## src/rtl/cdb_arbiter_if.sv

```systemverilog
// Source-to-CDB bus bundle: per-source result handshakes and the
// registered common-data-bus broadcast.
interface cdb_arbiter_if #(
   parameter int Q_WIDTH = 4,
   parameter int N_SRC   = 3
);
   logic [N_SRC-1:0]         src_valid;
   logic [N_SRC-1:0]         src_ready;
   logic [N_SRC*Q_WIDTH-1:0] src_rob_pos;
   logic [N_SRC*32-1:0]      src_value;
   logic [N_SRC*32-1:0]      src_npc;

   logic               cdb_valid;
   logic [Q_WIDTH-1:0] cdb_rob_pos;
   logic [31:0]        cdb_value;
   logic [31:0]        cdb_npc;
   logic [1:0]         cdb_src;

   modport master (
      output src_valid,
      output src_rob_pos,
      output src_value,
      output src_npc,
      input  src_ready,
      input  cdb_valid,
      input  cdb_rob_pos,
      input  cdb_value,
      input  cdb_npc,
      input  cdb_src
   );

   modport slave (
      input  src_valid,
      input  src_rob_pos,
      input  src_value,
      input  src_npc,
      output src_ready,
      output cdb_valid,
      output cdb_rob_pos,
      output cdb_value,
      output cdb_npc,
      output cdb_src
   );
endinterface

```

## src/rtl/cdb_arbiter.sv

```systemverilog
// Round-robin arbiter merging ALU/BRU/LSB results onto one CDB,
// with a single holding register per source.
module cdb_arbiter #(
   parameter int Q_WIDTH = 4
) (
   input  logic         clk_in,
   input  logic         rst_in,
   input  logic         rdy_in,
   input  logic         flush_in,
   cdb_arbiter_if.slave bus,
   output logic         tag_err
);

   localparam int N_SRC = 3;

   logic [N_SRC-1:0]   hold_v_q, hold_v_d;
   logic [Q_WIDTH-1:0] tag_q [N_SRC];
   logic [Q_WIDTH-1:0] tag_d [N_SRC];
   logic [31:0]        val_q [N_SRC];
   logic [31:0]        val_d [N_SRC];
   logic [31:0]        npc_q [N_SRC];
   logic [31:0]        npc_d [N_SRC];
   logic [1:0]         rr_q, rr_d;

   logic               cdb_valid_q, cdb_valid_d;
   logic [Q_WIDTH-1:0] cdb_tag_q, cdb_tag_d;
   logic [31:0]        cdb_val_q, cdb_val_d;
   logic [31:0]        cdb_npc_q, cdb_npc_d;
   logic [1:0]         cdb_src_q, cdb_src_d;
   logic               tag_err_q, tag_err_d;

   logic [N_SRC-1:0] grant;
   logic             gnt_v;
   logic [1:0]       gnt_idx;
   logic [1:0]       cand;
   logic [N_SRC-1:0] ready;
   logic [N_SRC-1:0] acc;
   logic             open;

   function automatic logic [1:0] nxt(input logic [1:0] p);
      return (p == 2'd2) ? 2'd0 : p + 2'd1;
   endfunction

   always_comb begin
      gnt_v   = 1'b0;
      gnt_idx = 2'd0;
      grant   = '0;
      cand    = rr_q;
      for (int k = 0; k < N_SRC; k++) begin
         if (!gnt_v && hold_v_q[cand]) begin
            gnt_v   = 1'b1;
            gnt_idx = cand;
         end
         cand = nxt(cand);
      end
      if (gnt_v) grant[gnt_idx] = 1'b1;
   end

   // A granted slot drains this cycle, so it can take a new entry at once.
   assign open  = rst_in & rdy_in & ~flush_in;
   assign ready = {N_SRC{open}} & (~hold_v_q | grant);
   assign acc   = bus.src_valid & ready;

   always_comb begin
      hold_v_d    = hold_v_q;
      tag_d       = tag_q;
      val_d       = val_q;
      npc_d       = npc_q;
      rr_d        = rr_q;
      cdb_valid_d = cdb_valid_q;
      cdb_tag_d   = cdb_tag_q;
      cdb_val_d   = cdb_val_q;
      cdb_npc_d   = cdb_npc_q;
      cdb_src_d   = cdb_src_q;
      tag_err_d   = tag_err_q;
      if (!rdy_in) begin
         hold_v_d = hold_v_q;
      end else if (flush_in) begin
         hold_v_d    = '0;
         rr_d        = 2'd0;
         cdb_valid_d = 1'b0;
      end else begin
         cdb_valid_d = gnt_v;
         if (gnt_v) begin
            cdb_tag_d         = tag_q[gnt_idx];
            cdb_val_d         = val_q[gnt_idx];
            cdb_npc_d         = npc_q[gnt_idx];
            cdb_src_d         = gnt_idx;
            hold_v_d[gnt_idx] = 1'b0;
            rr_d              = nxt(gnt_idx);
         end
         for (int i = 0; i < N_SRC; i++) begin
            if (acc[i]) begin
               if (bus.src_rob_pos[i*Q_WIDTH +: Q_WIDTH] == '0) begin
                  tag_err_d = 1'b1;
               end else begin
                  hold_v_d[i] = 1'b1;
                  tag_d[i]    = bus.src_rob_pos[i*Q_WIDTH +: Q_WIDTH];
                  val_d[i]    = bus.src_value[i*32 +: 32];
                  npc_d[i]    = bus.src_npc[i*32 +: 32];
               end
            end
         end
      end
   end

   always_ff @(posedge clk_in) begin
      if (!rst_in) begin
         hold_v_q    <= '0;
         rr_q        <= 2'd0;
         cdb_valid_q <= 1'b0;
         cdb_tag_q   <= '0;
         cdb_val_q   <= '0;
         cdb_npc_q   <= '0;
         cdb_src_q   <= 2'd0;
         tag_err_q   <= 1'b0;
         for (int i = 0; i < N_SRC; i++) begin
            tag_q[i] <= '0;
            val_q[i] <= '0;
            npc_q[i] <= '0;
         end
      end else begin
         hold_v_q    <= hold_v_d;
         rr_q        <= rr_d;
         cdb_valid_q <= cdb_valid_d;
         cdb_tag_q   <= cdb_tag_d;
         cdb_val_q   <= cdb_val_d;
         cdb_npc_q   <= cdb_npc_d;
         cdb_src_q   <= cdb_src_d;
         tag_err_q   <= tag_err_d;
         for (int i = 0; i < N_SRC; i++) begin
            tag_q[i] <= tag_d[i];
            val_q[i] <= val_d[i];
            npc_q[i] <= npc_d[i];
         end
      end
   end

   assign bus.src_ready   = ready;
   assign bus.cdb_valid   = cdb_valid_q;
   assign bus.cdb_rob_pos = cdb_tag_q;
   assign bus.cdb_value   = cdb_val_q;
   assign bus.cdb_npc     = cdb_npc_q;
   assign bus.cdb_src     = cdb_src_q;
   assign tag_err         = tag_err_q;

endmodule

```

## src/flat_wrapper.sv

```systemverilog
// flat-port wrapper written by rule: the top's interface ports become plain ports
module cdb_arbiter_flat 
#(
   parameter int Q_WIDTH = 4
)
  (clk_in, rst_in, rdy_in, flush_in, tag_err, bus_src_valid, bus_src_rob_pos, bus_src_value, bus_src_npc, bus_src_ready, bus_cdb_valid, bus_cdb_rob_pos, bus_cdb_value, bus_cdb_npc, bus_cdb_src);
  cdb_arbiter_if #(.Q_WIDTH(Q_WIDTH)) bus_i ();
  input  logic clk_in;
  input  logic rst_in;
  input  logic rdy_in;
  input  logic flush_in;
  output logic tag_err;
  input wire logic [$bits(bus_i.src_valid)-1:0] bus_src_valid;
  input wire logic [$bits(bus_i.src_rob_pos)-1:0] bus_src_rob_pos;
  input wire logic [$bits(bus_i.src_value)-1:0] bus_src_value;
  input wire logic [$bits(bus_i.src_npc)-1:0] bus_src_npc;
  output wire logic [$bits(bus_i.src_ready)-1:0] bus_src_ready;
  output wire logic [$bits(bus_i.cdb_valid)-1:0] bus_cdb_valid;
  output wire logic [$bits(bus_i.cdb_rob_pos)-1:0] bus_cdb_rob_pos;
  output wire logic [$bits(bus_i.cdb_value)-1:0] bus_cdb_value;
  output wire logic [$bits(bus_i.cdb_npc)-1:0] bus_cdb_npc;
  output wire logic [$bits(bus_i.cdb_src)-1:0] bus_cdb_src;
  assign bus_i.src_valid = bus_src_valid;
  assign bus_i.src_rob_pos = bus_src_rob_pos;
  assign bus_i.src_value = bus_src_value;
  assign bus_i.src_npc = bus_src_npc;
  assign bus_src_ready = bus_i.src_ready;
  assign bus_cdb_valid = bus_i.cdb_valid;
  assign bus_cdb_rob_pos = bus_i.cdb_rob_pos;
  assign bus_cdb_value = bus_i.cdb_value;
  assign bus_cdb_npc = bus_i.cdb_npc;
  assign bus_cdb_src = bus_i.cdb_src;
  cdb_arbiter #(.Q_WIDTH(Q_WIDTH)) u_core (.clk_in(clk_in), .rst_in(rst_in), .rdy_in(rdy_in), .flush_in(flush_in), .bus(bus_i), .tag_err(tag_err));
endmodule
```

## config.mk

```make
export PLATFORM = sky130hd
export DESIGN_NAME = cdb_arbiter_flat
export DESIGN_NICKNAME = d
export VERILOG_FILES = /design/src/rtl/cdb_arbiter_if.sv /design/src/rtl/cdb_arbiter.sv /design/src/flat_wrapper.sv
export SDC_FILE = /design/constraint.sdc
export NUM_CORES = 1
export LEC_CHECK = 0
export CAP_MARGIN = 0
export CORE_MARGIN = 10
export CORE_UTILIZATION = 36
export CTS_CLUSTER_DIAMETER = 200
export CTS_CLUSTER_SIZE = 30
export DETAILED_ROUTE_END_ITERATION = 12
export PLACE_DENSITY = 0.7
export SLEW_MARGIN = 20
export SYNTH_ARGS = -nofsm -noshare
export SYNTH_HDL_FRONTEND = slang
export SYNTH_SLANG_ARGS = --single-unit
```

## constraint.sdc

```tcl
create_clock -name clk_in -period 5 [get_ports clk_in]
set_input_delay 1 -clock clk_in [delete_from_list [all_inputs] [get_ports clk_in]]
set_output_delay 1 -clock clk_in [all_outputs]
set_load 0.005 [all_outputs]
```

==> results of run 1 <==
[cells in the final DEF (no fill, tap or decap), types with 7 or more instances in the layout]
cell type | netlist | final
a21oi_1 | 91 | 91
nand3_1 | 137 | 136
a32o_1 | 8 | 8
clkbuf_16 | 0 | 13
a221o_1 | 50 | 50
dfxtp_1 | 281 | 281
a221oi_1 | 9 | 9
and3_1 | 53 | 50
buf_4 | 1 | 21
o21ai_0 | 217 | 217
clkdlybuf4s50_1 | 0 | 284
diode_2 | 0 | 7
nand4_1 | 84 | 84
a221oi_2 | 10 | 9
nand2_1 | 133 | 133
a22o_1 | 50 | 50
[final timing paths]
kind	start	end	slack [ps]	cells after the start
max	flush_in	bus_src_ready[0]	1140	4
min	u_core.npc_q[58]	u_core.npc_q[58]	460	2
max reg2reg	u_core.hold_v_q[0]	u_core.bus.cdb_value[19]	2090	5
min reg2reg	u_core.npc_q[58]	u_core.npc_q[58]	460	2
[through the flow]
step,power (uW),cell area [sq um],instances,setup slack [ps]
after floorplan,2550,11500,1325,2120
after global placement,2810,14400,1882,1200
after detailed placement,2820,14400,1883,1150
after CTS,4020,14800,1897,1130
after global routing,4120,14800,1903,1060
final,3990,14800,1904,1140
[flip-flops by register name (all words and copies together), names as in the netlist]
name	flops
u_core.npc_q	96
u_core.val_q	96
u_core.bus.cdb_npc	32
u_core.bus.cdb_value	32
u_core.tag_q	12
u_core.bus.cdb_rob_pos	4
u_core.hold_v_q	3
u_core.bus.cdb_src	2
u_core.rr_q	2
u_core.bus.cdb_valid	1
u_core.tag_err	1
[critical path, stage by stage]
cell and delay [ps]:
clkdlybuf4s50_1 540, nand3b_1 400, a221oi_4 320, clkdlybuf4s50_1 590
[area by class of cell]
cell class / instances / share of cell area
antenna: 7 / 0.00118
clock buffer: 13 / 0.0220
clock inverter: 1 / 0.00135
inverter: 4 / 0.00101
multi-input combinational: 888 / 0.355
sequential: 281 / 0.380
tap: 402 / 0.0340
timing repair buffer: 308 / 0.206
[kinds of logic after synthesis]
family / count (synthesis) / synth area share
flops: 281 / 0.488
simple gates: 433 / 0.194
compound gates: 454 / 0.256
mux: 1 / 0.000869
buf+inv: 156 / 0.0605
[power breakdown]
group / total, uW / leakage, uW / internal (uW) / switching (uW)
registers: 2340 / 0.00228 / 2300 / 36.8
logic: 437 / 0.00270 / 218 / 219
clock network: 1220 / 0.000170 / 486 / 734
total: 3990 / 0.00514 / 3000 / 989
[layer usage]
layer | track usage | vias up
li1 | - | 5254
met1 | 0.276 | 5498
met2 | 0.348 | 466
met3 | 0.0318 | 75
met4 | 0.0737 | 0
met5 | 0 | -
==> key figures, run 1 <==
Timing
  – Setup_tns: 0 ps
  – Clock Skew: 27.4 ps
  – Final period util: 0.771
  – Final hold vios: 0
  – RSZ-0062 raised after global routing: false
  – Slew headroom: 0.249
  – Worst-Margin Slew: about 1100 ps
  – Min Tclk post-route: 3860 ps
  – Tightest hold margin: around 460 ps
  – Slew Viols, Final: 0
  – # setup viols final: 0
  – Max Fclk: ~260 MHz

Detailed routing
  – # DRC: 0
  – WL met1: 18800 um
  – First drt pass iteration count: 5
  – Max Used Layer: met4
  – DR iter-0 viols: 1026
  – Wire length per cell: 23.1 um
  – Final Routed Wirelength: between 40000 and 50000 um
  – Routed wl met2: 20700 um
  – Routed Antenna Nets: 0
  – DR vias/cell: ~6
  – DR WL met3: roughly 3000 um
  – Vias: 11300

GRT
  – Total global-route track usage: 0.212
  – GRT overflow: 0
  – First-pass GRT wire length: ~67000 um
  – Initial antenna violation count: 7
  – Largest net degree at the start of global routing: 103
  – Vias in the first global route: roughly 11000

Clock tree
  – Postcts setup bufs: 0
  – Clk buf depth: 3
  – Root buffer cell: clkbuf_16
  – CTS Buf Count: 13
  – Clk sinks: approximately 280
  – Max H-tree Level: 1
  – Clock slew seen by the registers of the worst setup and hold paths: ~110 ps
  – Resize count post-CTS: 0
  – CTS Hold Bufs: 0
  – Skew-Pair Late Insertion Delay: 500 ps
  – CTS tree: built

Logic synthesis
  – Synth Area per Inst: 8.69 sq um
  – Area contributors post-synth: dfxtp_1, o21ai_0, nand3_1
  – Mapped Nets: ~1500
  – Yosys reg bits: approximately 280
  – Cell area after synthesis: 11500 sq um
  – Synth warn: 0
  – Most common cell in the netlist: dfxtp_1
  – Synth area leader: dfxtp_1
  – Post-synth cell types: 50
  – Post-synth EDFFs: 0
  – Cells after synthesis: 1325
  – Async S/R FF share, synth: 0
  – Post-synth top flop: dfxtp_1
  – Commonest cells post-synth: dfxtp_1, o21ai_0, nand3_1, nand2_1, clkbuf_1
  – Top-area cell type share of the netlist area: 0.488
  – Register area share after synthesis: 0.488

Critical path
  – CP arrival: ~2900 ps
  – CP Class: in -> out
  – CP Max Fanout: 7
  – Endpoint class of the critical path: primary output
  – WP data required: ~4000 ps
  – Crit start category: input port

Floorplanning
  – I/O pin count: between 200 and 300
  – Die area: 39500 sq um
  – Initial core utilization: 0.365
  – Row Count: 65
  – Die width: 199 um
  – Core area: approximately 32000 sq um
  – Die Span Y: 199 um

Min path
  – Hold Path Class: reg -> reg

Flow run
  – Max_cap viols: 0

Cells and area
  – Util after Layout: 0.469
  – Filler Cells Inserted: between 3000 and 4000
  – Synth-to-Final Area Change: 28.6%
  – Reg area: 5630 sq um
  – Layout cells sized above 1: 0.0448
  – Area of the multi-input gates: ~5300 sq um
  – Fin nets: 1707

Place
  – Input/output buffers: ~290
  – DP Wirelength: approximately 28000 um
  – Placer Congestion: 0.806

Outcome
  – Outcome: finished, final reports clean

Pwr
  – PwrDens: between 200 and 300 nW/um^2
  – Pleak: between 0.005 and 0.006 uW
  – Max IR drop VDD: 174 uV
No activity file was read; power rests on OpenSTA's default activity.
==> run 2: changes to the inputs <==
- clock period: 5 -> 3.9 ns (I/O delays scaled with it)
==> key figures, run 2 (synthesis gave the netlist of run 1 again) <==
Clock tree
  – CTS Buf Count: 13 (unchanged)
  – Clk sinks: 281 (unchanged)
  – Resize count post-CTS: 0 (unchanged)
  – Postcts setup bufs: 0 (unchanged)
  – Clk buf depth: 3 (unchanged)
  – Clock slew seen by the registers of the worst setup and hold paths: 90 ps (-20 ps)
  – Skew-Pair Late Insertion Delay: 500 ps (about the same)
  – CTS Hold Bufs: 0 (unchanged)
  – CTS tree: built
  – Max H-tree Level: 1 (unchanged)
  – Root buffer cell: clkbuf_16

Floorplanning
  – Die Span Y: 199 um (unchanged)
  – Row Count: 65 (unchanged)
  – Die width: 199 um (unchanged)
  – Die area: 39500 sq um (unchanged)
  – Initial core utilization: 0.365 (unchanged)
  – I/O pin count: 286 (unchanged)
  – Core area: 31600 sq um (unchanged)

Critical path
  – CP Max Fanout: 7 (unchanged)
  – Reg2reg path depth: 5 (unchanged)
  – Endpoint class of the critical path: primary output
  – CP arrival: 2640 ps (-220 ps)
  – Crit start category: input port
  – CP Class: in -> out
  – WP data required: 3120 ps (-880 ps)

Place
  – DP Wirelength: 28100 um (-0.36%)
  – Placed Instances: 1887 (+0.21%)
  – Input/output buffers: 285 (unchanged)
  – Placer Congestion: 0.790 (-2.0%)

Flow run
  – Max_cap viols: 0 (unchanged)

Detailed routing
  – Wire length per cell: 23.3 um (+0.94%)
  – WL met1: 18900 um (+0.55%)
  – DR WL met3: 3480 um (+17%)
  – First drt pass iteration count: 7 (+2)
  – Vias: 11300 (-0.080%)
  – DR iter-0 viols: 1141 (+11%)
  – Routed wl met2: 20600 um (-0.44%)
  – Max Used Layer: met4
  – Final Routed Wirelength: 44400 um (+1.0%)
  – Routed Antenna Nets: 0 (unchanged)
  – # DRC: 0 (unchanged)
  – DR vias/cell: 5.92 (-0.18%)

Timing
  – # setup viols final: 0 (unchanged)
  – Slew Viols, Final: 0 (unchanged)
  – Min Tclk post-route: about 3400 ps
  – Final hold vios: 0 (unchanged)
  – Max Fclk: slightly below 300 MHz
  – Setup_tns: 0 ps (unchanged)
  – Worst-Margin Slew: 1060 ps (-62.6 ps)
  – Slew headroom: 0.291 (+0.0418)
  – Final period util: 0.877
  – RSZ-0062 raised after global routing: false
  – Clock Skew: 27.2 ps (-0.185 ps)

Cells and area
  – Layout cells sized above 1: 0.0474 (+0.00255)
  – Most frequent cells in the layout: clkdlybuf4s50_1, dfxtp_1, o21ai_0, nand3_1, nand2_1
  – Filler Cells Inserted: 3026 (+0.33%)
  – Post-Layout Cell Count: 1906 (+0.11%)
  – Fin nets: 1711 (+0.23%)
  – Synth-to-Final Area Change: 29.1%
  – Top Registers: u_core.npc_q: 96 flops, u_core.val_q: 96 flops
  – Most common cell after layout, fill and taps aside: clkdlybuf4s50_1

Pwr
  – Switch Pwr: 1270 uW (+28%)
  – Max IR drop VDD: 265 uV (+52%)
  – PwrDens: 345 nW/um^2 (+28%)
  – Share of power burned in registers: 0.584 (about the same)
  – Gate power share: 0.111 (+0.002)
  – Sw frac: 0.248 (about the same)
  – Int Power: 3850 uW (+28%)
  – Pleak: 0.00517 uW (+0.51%)
  – Clock Power Share: 0.305 (about the same)

Min path
  – Hold path cells: 2 (unchanged)
  – Hold Path Class: reg -> reg

Outcome
  – Outcome: finished, final reports clean

GRT
  – Total global-route track usage: 0.215 (+0.00308)
  – Vias in the first global route: 11100 (+0.30%)
  – First-pass GRT wire length: 67000 um (+0.59%)
  – Largest net degree at the start of global routing: 102 (-0.97%)
  – Initial antenna violation count: 5 (-2)
  – GRT overflow: 0 (unchanged)
[run 2: cell types whose count changed in the layout (fill, tap and decap cells not counted)]
cell and delta:
buf_12 +3, buf_4 +2, diode_2 -2, buf_8 -1
[run 2: worst max-delay path: stages]
cell,delay (ps)
clkdlybuf4s50_1,530
nand3b_1,420
a221oi_4,300
clkdlybuf4s50_1,610
[run 2: path summary, 6_finish.rpt]
kind                          from                        to  slack (ps)
setup / recovery          flush_in          bus_src_ready[0]         480
hold / removal    u_core.val_q[32]          u_core.val_q[32]         460
setup reg to reg    u_core.rr_q[1]  u_core.bus.cdb_value[17]        1170
hold reg to reg   u_core.val_q[32]          u_core.val_q[32]         460
[run 2: per-stage QoR]
stage | total power, uW | hold slack, ps | setup WS, ps | utilization | cell area, sq um
after CTS | 5170 | 467 | 488 | 0.471 | 14900
after global placement | 3610 | 444 | 394 | 0.460 | 14500
after floorplan | 3260 | 436 | 1460 | - | 11500
after global routing | 5320 | 484 | 414 | 0.471 | 14900
after detailed placement | 3620 | 452 | 284 | 0.460 | 14500
final | 5120 | 462 | 481 | 0.471 | 14900
[run 2: per-layer routing]
metal | vias to the layer above | GRT usage
li1 | 5265 | -
met1 | 5440 | 0.284
met2 | 515 | 0.345
met3 | 64 | 0.0377
met4 | 0 | 0.0735
met5 | - | 0
[run 2: power groups by stage]
stage               Combinational (uW)  Sequential (uW)  Clock [uW]
floorplan                          221             3040           0
global placement                   558             3050           0
detailed placement                 563             3060           0
CTS                                565             2990        1610
global route                       606             3000        1710
finish                             567             2990        1560
[run 2: area by class of cell]
class                           instances  area (sq um)  share of cell area
Clock inverter                          1          20.0             0.00135
Timing Repair Buffer                  312          3110               0.209
Inverter                                4          15.0             0.00101
Tap cell                              402           503              0.0338
Clock buffer                           13           325              0.0219
Multi-Input combinational cell        888          5260               0.354
Sequential cell                       281          5630               0.378
Antenna cell                            5          12.5            0.000842
==> run 3: changes to the inputs <==
- CORE_MARGIN: 10 -> 3
- CORE_UTILIZATION: 36 -> 26
- PLACE_DENSITY: 0.7 -> 0.57
- SLEW_MARGIN: 20 -> 30
==> key figures, run 3 (synthesis gave the netlist of run 1 again) <==
Critical path
  – Most used cell, CP: clkdlybuf4s50_1
  – Crit start category: input port
  – CP Class: in -> out
  – Worst R2R Start: u_core.rr_q[1]
  – R2r endpoint: u_core.val_q[9]
  – CP Max Fanout: 7 (unchanged)
  – Buffer and inverter count on the worst path: 2 (unchanged)
  – Slowest-stage cell, CP: clkdlybuf4s50_1
  – Delay-heaviest family, CP: buffers and inverters
  – FF-to-FF setup slack: 1260 ps (+90 ps)
  – Endpoint class of the critical path: primary output
  – CP arrival: 2680 ps (+40 ps)
  – CP cell instances: clkdlybuf4s50_1 -> nand3b_1 -> a221oi_4 -> clkdlybuf4s50_1
  – WP data required: 3120 ps (about the same)
  – Slowest stage delay, CP: 640 ps (+30 ps)
  – Reg2reg path depth: 5 (unchanged)

Flow run
  – Max_cap viols: 0 (unchanged)

Place
  – Input/output buffers: 285 (unchanged)
  – DP Wirelength: 29500 um (+4.9%)
  – Placer Congestion: 0.801 (+1.4%)
  – Placement Setup Slack: 414 ps (+130 ps)

Detailed routing
  – # DRC: 0 (unchanged)
  – DR iter-0 viols: 1021 (-11%)
  – Vias: 11300 (+0.071%)
  – DR vias/cell: 5.39 (-8.9%)
  – Final Routed Wirelength: 46400 um (+4.3%)
  – First drt pass iteration count: 5 (-2)
  – Wire length per cell: 22.1 um (-5.0%)
  – Routed Antenna Nets: 0 (unchanged)

Timing
  – Slew Viols, Final: 0 (unchanged)
  – Max Fclk: 289 MHz (-1.1%)
  – Min Tclk post-route: 3460 ps (+36.3 ps)
  – Setup_tns: 0 ps (unchanged)
  – Slew headroom: 0.363 (+0.0715)
  – # setup viols final: 0 (unchanged)
  – Tightest hold margin: 467 ps (+5.53 ps)
  – Post-route setup slack: 445 ps (-36.3 ps)
  – Worst-Margin Slew: 956 ps (-107 ps)
  – Final hold vios: 0 (unchanged)
  – Clock Skew: 31.3 ps (+4.04 ps)
  – RSZ-0062 raised after global routing: false
  – Final period util: 0.886 (+0.00932)

Cells and area
  – Fin nets: 1715 (+0.23%)
  – Filler Cells Inserted: 4467 (+48%)
  – Area of the multi-input gates: 5270 sq um (+0.33%)
  – Util after Layout: 0.348 (-0.123)
  – Most common cell after layout, fill and taps aside: clkdlybuf4s50_1
  – Layout cells sized above 1: 0.0505 (+0.00317)
  – Synth-to-Final Area Change: 31.3%
  – Most frequent cells in the layout: clkdlybuf4s50_1, dfxtp_1, o21ai_0, nand3_1, nand2_1
  – Reg area: 5630 sq um (unchanged)
  – Top Registers: u_core.npc_q: 96 flops, u_core.val_q: 96 flops

Clock tree
  – Clk sinks: 281 (unchanged)
  – Postcts setup bufs: 0 (unchanged)
  – Skew-Pair Late Insertion Delay: 520 ps (+20 ps)
  – Clock slew seen by the registers of the worst setup and hold paths: 110 ps (+20 ps)
  – CTS tree: built
  – Clk buf depth: 3 (unchanged)
  – Max H-tree Level: 1 (unchanged)
  – Resize count post-CTS: 0 (unchanged)
  – CTS Hold Bufs: 0 (unchanged)
  – Root buffer cell: clkbuf_16
  – CTS Buf Count: 13 (unchanged)

Pwr
  – Max IR drop VDD: 214 uV (-19%)
  – Total Power: 5180 uW (+1.1%)
  – PwrDens: 343 nW/um^2 (-0.63%)
  – Pleak: 0.00520 uW (+0.54%)

Floorplanning
  – Core area: 43500 sq um (+38%)
  – Initial core utilization: 0.265 (-0.0999)
  – Die area: 46900 sq um (+18%)
  – Row Count: 76 (+17%)
  – Die Span Y: 216 um (+8.9%)
  – Die width: 216 um (+8.9%)
  – I/O pin count: 286 (unchanged)

GRT
  – First-pass GRT wire length: 69200 um (+3.3%)
  – Total global-route track usage: 0.188 (-0.0265)
  – Initial antenna violation count: 6 (+1)
  – Largest net degree at the start of global routing: 115 (+13%)
  – GRT overflow: 0 (unchanged)
  – Vias in the first global route: 11000 (-0.58%)

Min path
  – Hold Path Class: reg -> reg
  – Hold path cells: 2 (unchanged)
  – Hold wc startpoint: u_core.npc_q[46]
  – Worst hold endpoint: u_core.npc_q[46]

Outcome
  – Outcome: finished, final reports clean
run 3: cell count changes in the layout (fill, tap and decap cells not counted), sizes merged:
cell    previous run  this run
buf               28        32
clkinv             0         1
run 3: area by class of cell:
| cell class | instances | share of cell area |
|---|---|---|
| clock buffers | 13 | 0.0215 |
| inverters | 4 | 0.00108 |
| multi-input cells | 888 | 0.349 |
| flip-flops and latches | 281 | 0.372 |
| clock inverters | 2 | 0.00190 |
| repair buffers | 316 | 0.205 |
| well taps | 585 | 0.0484 |
| diodes | 5 | 0.000828 |
run 3: worst max path at each step:
stage / from / end / cells after the start
final: flush_in / bus_src_ready[0] / 4
after global routing: flush_in / bus_src_ready[0] / 4
after CTS: flush_in / bus_src_ready[0] / 4
after detailed placement: flush_in / u_core.tag_q[8] / 6
after global placement: flush_in / u_core.tag_q[9] / 6
after floorplan: flush_in / bus_src_ready[0] / 3
run 3: power breakdown:
group / internal, uW / switching [uW] / total (uW) / leakage [uW]
logic: 284 / 298 / 582 / 0.00275
registers: 2950 / 47.0 / 2990 / 0.00228
clock network: 629 / 975 / 1600 / 0.000175
run 3: per-stage QoR:
step,std cells,instance area (sq um)
after global routing,2093,15100
after detailed placement,2074,14700
after floorplan,1325,11500
after global placement,2074,14700
final,2094,15100
after CTS,2089,15100
run 3: metal layers:
layer,share of wire,wire (um),vias up,global-route usage
li1,-,-,5277,-
met1,0.45,20900,5507,0.267
met2,0.46,21300,460,0.297
met3,0.073,3370,44,0.0311
met4,0.017,767,4,0.0497
met5,0.00069,32,-,0
run 3: tightest hold or removal path: cells and delay by family, from the launching register on:
family	cells	cell delay, ps
AOI/OAI and AO/OA	1	60
DFF	1	330
and+or+nand+nor	1	50
